`src/rtl/rst_seq_ctrl.sv`:
```
// Board reset sequencer: waits for stable PLL lock, then
// releases reset domains one by one with a fixed gap.
module rst_seq_ctrl #(
  parameter int NUM_STAGES = 4,
  parameter int LOCK_CYC   = 16,
  parameter int STAGE_DLY  = 8,
  parameter int HOLD_CYC   = 16,
  parameter int CNT_W      = 20
) (
  input  logic                  clk,
  input  logic                  resetn_in,
  input  logic                  pll_locked,
  input  logic                  soft_rst_req,
  output logic [NUM_STAGES-1:0] rst_n,
  output logic                  done,
  output logic [2:0]            state
);

  localparam int SW = $clog2(NUM_STAGES + 1);

  localparam logic [CNT_W-1:0] LOCK_LAST = CNT_W'(LOCK_CYC - 1);
  localparam logic [CNT_W-1:0] DLY_LAST  = CNT_W'(STAGE_DLY - 1);
  localparam logic [CNT_W-1:0] HOLD_LAST = CNT_W'(HOLD_CYC - 1);
  localparam logic [SW-1:0]    STG_LAST  = SW'(NUM_STAGES - 1);
  localparam logic [NUM_STAGES-1:0] ONE  = NUM_STAGES'(1);

  typedef enum logic [2:0] {
    HOLD      = 3'd0,
    WAIT_LOCK = 3'd1,
    RELEASE   = 3'd2,
    RUN       = 3'd3,
    SOFT_HOLD = 3'd4
  } state_t;

  logic [1:0]       rstn_sync;
  logic [1:0]       lock_sync;
  logic             rstn_s;
  logic             lock_s;
  state_t           st;
  logic [CNT_W-1:0] cnt;
  logic [SW-1:0]    stg;

  assign rstn_s = rstn_sync[1];
  assign lock_s = lock_sync[1];
  assign state  = st;

  always_ff @(posedge clk or negedge resetn_in) begin
    if (!resetn_in) begin
      rstn_sync <= '0;
      lock_sync <= '0;
    end else begin
      rstn_sync <= {rstn_sync[0], 1'b1};
      lock_sync <= {lock_sync[0], pll_locked};
    end
  end

  always_ff @(posedge clk or negedge resetn_in) begin
    if (!resetn_in) begin
      st    <= HOLD;
      cnt   <= '0;
      stg   <= '0;
      rst_n <= '0;
      done  <= 1'b0;
    end else begin
      unique case (st)
        HOLD: begin
          rst_n <= '0;
          done  <= 1'b0;
          if (rstn_s) begin
            st  <= WAIT_LOCK;
            cnt <= '0;
          end
        end
        WAIT_LOCK: begin
          rst_n <= '0;
          done  <= 1'b0;
          if (!lock_s) begin
            cnt <= '0;
          end else if (cnt == LOCK_LAST) begin
            st  <= RELEASE;
            cnt <= DLY_LAST;
            stg <= '0;
          end else begin
            cnt <= cnt + 1'b1;
          end
        end
        RELEASE: begin
          if (!lock_s) begin
            st    <= WAIT_LOCK;
            cnt   <= '0;
            rst_n <= '0;
            done  <= 1'b0;
          end else if (cnt == '0) begin
            rst_n <= rst_n | (ONE << stg);
            stg   <= stg + 1'b1;
            cnt   <= DLY_LAST;
            if (stg == STG_LAST) begin
              st   <= RUN;
              done <= 1'b1;
            end
          end else begin
            cnt <= cnt - 1'b1;
          end
        end
        RUN: begin
          if (!lock_s) begin
            st    <= WAIT_LOCK;
            cnt   <= '0;
            rst_n <= '0;
            done  <= 1'b0;
          end else if (soft_rst_req) begin
            st    <= SOFT_HOLD;
            cnt   <= HOLD_LAST;
            rst_n <= '0;
            done  <= 1'b0;
          end else begin
            rst_n <= '1;
            done  <= 1'b1;
          end
        end
        SOFT_HOLD: begin
          rst_n <= '0;
          done  <= 1'b0;
          // Lock loss and hold expiry both land in WAIT_LOCK
          if (!lock_s || cnt == '0) begin
            st  <= WAIT_LOCK;
            cnt <= '0;
          end else begin
            cnt <= cnt - 1'b1;
          end
        end
        default: begin
          st    <= HOLD;
          cnt   <= '0;
          rst_n <= '0;
          done  <= 1'b0;
        end
      endcase
    end
  end

endmodule

```
`config.mk`:
```
export PLATFORM = sky130hd
export DESIGN_NAME = rst_seq_ctrl
export DESIGN_NICKNAME = d
export VERILOG_FILES = /design/src/rtl/rst_seq_ctrl.sv
export SDC_FILE = /design/constraint.sdc
export NUM_CORES = 1
export LEC_CHECK = 0
export CAP_MARGIN = 20
export CORE_UTILIZATION = 55
export DETAILED_ROUTE_END_ITERATION = 10
export DONT_BUFFER_PORTS = 1
export PLACE_DENSITY = 0.7
export SLEW_MARGIN = 20
export SYNTH_ARGS = -nofsm -noshare
export SYNTH_HDL_FRONTEND = slang
export SYNTH_SLANG_ARGS = --single-unit
```
`constraint.sdc`:
```
create_clock -name clk -period 2.05 [get_ports clk]
set_input_delay 0.1025 -clock clk [delete_from_list [all_inputs] [get_ports clk]]
set_output_delay 0.1025 -clock clk [all_outputs]
set_load 0.05 [all_outputs]
```
==> impl_metrics.toml <==
[synthesis]
synth_edf_count = 0
yosysWarnings = 0
netlist.top_cell.by_area = "dfrtp_1"
synth_seq_cells = 35
async_flop_share = 1.00
postSynthAreaPerCell_um2 = 8.27
synth_area_leaders = "dfrtp_1 (36%), a21oi_1 (6.4%), nor2_1 (4.4%)"
syn-num-nets = 304
postSynthCellCount = 292
dominantRegCellSynth = "dfrtp_1"
yosysSeqAreaShare = 0.363
synth.distinct_cells = 52
synth_area_um2 = 2410
netlist.area_leader.share = 0.363

[die]
ios = 12
die_width_um = 68.3
die_area_um2 = 4660
fp.dieH_um = 68.3
start_util = 0.587
core_um2 = 4120
num_rows = 23

[global_route]
met3_usage = 0.0600
grt_pass1_wl_um = 10400
groute.usage.overall = 0.300
grt_pass1_vias = 2252
grt_use_met1 = 0.407
antenna_found_initial = 0
grt_start_max_net_pins = 36
use_met2 = 0.467
grt_busiest_layer = "met2"
overflow = 0

[sta]
setup_viol = 1
rsz0062_at_grt = "yes"
finClkSkew_ns = 0.0140
hold_violations = 0
tns_ns = -0.00241
fin_ws_ns = -0.00241
finalCriticalPeriod_ns = 2.05
slew_viol_final = 0
fmax_mhz = 487
period_share = 1.00

[hold_path]
hold-path-endpoint = "state[1]"
hold_class = "input port to register"
hold_start = "soft_rst_req"
min_path_cells = 3

[cts]
cts_root_buffer = "clkbuf_8"
cts_buffers = 5
cts_tree = "yes"
cts_sinks = 35
clockBufferDepth = 2
path_clk_slew_ns = 0.09
clkLatencyLatePin_ns = 0.30
cts-htree-levels = 2

[finish]
final_cell_mix = "buf_4 (40), dfrtp_1 (34), a21oi_1 (29), nor2_1 (28), nand2_1 (27)"
nFillCells = 324
drive_gt1_frac = 0.236
layout_commonest_cell = "buf_4"
n_antenna_cell = 0
synthToLayoutAreaGrowth_pct = 24.7
nets = 346

[route]
first_pass_iters = 5
routed_wl_um = 6560
vias_per_cell = 6.50
drt-initial-drc-count = 223
drtAntennaViolNets = 0
drt-wirelength-per-cell_um = 17.0
drc = 0
num_vias = 2504

[power_and_ir_drop]
p_total_mw = 2.24
leakage_nw = 1.36
ir_drop_mv = 0.554
power.density_nw_per_um2 = 742

[worst_setup_path]
reg2reg_from = "cnt[9]"
cp_data_arrival_time_ns = 2.22
r2r_setup_slack_ns = -0.002
r2r_cells = 8
required_ns = 2.21
critPathMaxFanout = 6
r2r_end = "cnt[15]"
end_kind = "register"
cp-start-kind = "register"
critical_path_class = "register to register"

[job]
drv_cap = 0

[run_status]
violations = "setup timing"
status = "finished with violations"

[placed_design]
io_buffers = 0
place_congestion = 0.946
place_ws_ns = -0.0111
dpl.hpwl_um = 4450
-- worst max-delay path by stage --
stage	startpoint	end	slack, ns	cells after the start
3_3_place_gp	cnt[9]	cnt[7]	-0.001	6
6_report	cnt[9]	cnt[15]	-0.002	8
5_1_grt	cnt[11]	cnt[19]	-0.06	8
3_5_place_dp	cnt[11]	cnt[12]	-0.01	7
2_1_floorplan	state[1]	cnt[5]	0.006	6
4_1_cts	cnt[11]	cnt[12]	0.03	7
-- stage by stage --
step / instance area [um2] / hold slack, ns / std cells / util
after floorplan: 2410 / -0.193 / 292 / -
after global placement: 2760 / -0.192 / 372 / 0.670
after detailed placement: 2760 / -0.192 / 372 / 0.670
after CTS: 2910 / 0.0204 / 383 / 0.708
after global routing: 3010 / 0.0467 / 385 / 0.732
final: 3010 / 0.0186 / 385 / 0.732
-- final cells by class --
cell class	instances	area, um2	area share
flip-flops and latches	35	877	0.291
inverters	11	41.3	0.0137
clock buffers	6	82.6	0.0274
well taps	50	62.6	0.0208
clock inverters	2	16.3	0.00540
repair buffers	48	414	0.138
multi-input cells	233	1520	0.504
-- flip-flops by register name, summed over array words and instances, names as in the netlist --
signal and flops:
stg 3, rst_n 4, rstn_sync 2, state 3, lock_sync 2, cnt 20, done 1
-- cell usage after synthesis, types with 2 or more instances --
master    number
a211o_1        2
a21o_1         4
a21oi_1       31
a221o_1        2
a221oi_1      10
a311oi_1       2
a31oi_1        3
a32o_1         2
and2_1         2
and3_1         5
and3_2         2
and4_1         5
buf_2          8
clkbuf_1       2
dfrtp_1       35
ha_1           8
inv_1         11
nand2_1       27
nand2b_1       6
nand3_1        7
nand4_1        3
nor2_1        28
nor2b_1        5
nor3_1        17
nor3b_1        2
nor4_1         4
o21a_1         5
o21ai_0       14
o22ai_1       11
or3_1          5
or3_4          3
-- timing repair --
item,in CTS,in global routing
pin swaps,1,6
setup buffers,0,2
endpoints found under the setup margin,2,28
endpoints found under the hold margin,36,0
cloned,0,0
resized for setup,3,21
hold buffers,3,0
-- layer usage --
layer / share of wire / up-vias
met5: 0 / -
met4: 0.021 / 0
met3: 0.060 / 19
met2: 0.46 / 107
met1: 0.46 / 1199
li1: - / 1179
-- critical path: stages (launching register included) --
cell and delay [ns]:
dfrtp_1 0.40, buf_4 0.16, or3_4 0.42, or3_4 0.38, nor3_4 0.16, buf_6 0.14
o22ai_1 0.07, nor2_1 0.10, a21oi_1 0.10
-- where the power goes --
part,switching (mW),leakage [nW],internal [mW]
clock network,0.268,0.0474,0.274
registers,0.0571,0.467,0.738
logic,0.497,0.845,0.402
total,0.822,1.36,1.41
-- cells by family after synthesis --
| kind of cell | count (synthesis) | synth area share |
|---|---|---|
| AND/OR/NAND/NOR | 127 | 0.286 |
| AO/OA/AOI/OAI | 95 | 0.256 |
| flip-flops | 35 | 0.363 |
| buffers and inverters | 24 | 0.0451 |
| adder cells (fa/ha/maj) | 8 | 0.0415 |
| XOR/XNOR | 2 | 0.00726 |
| other | 1 | 0.00155 |
Power figures use the tool's default switching activity.
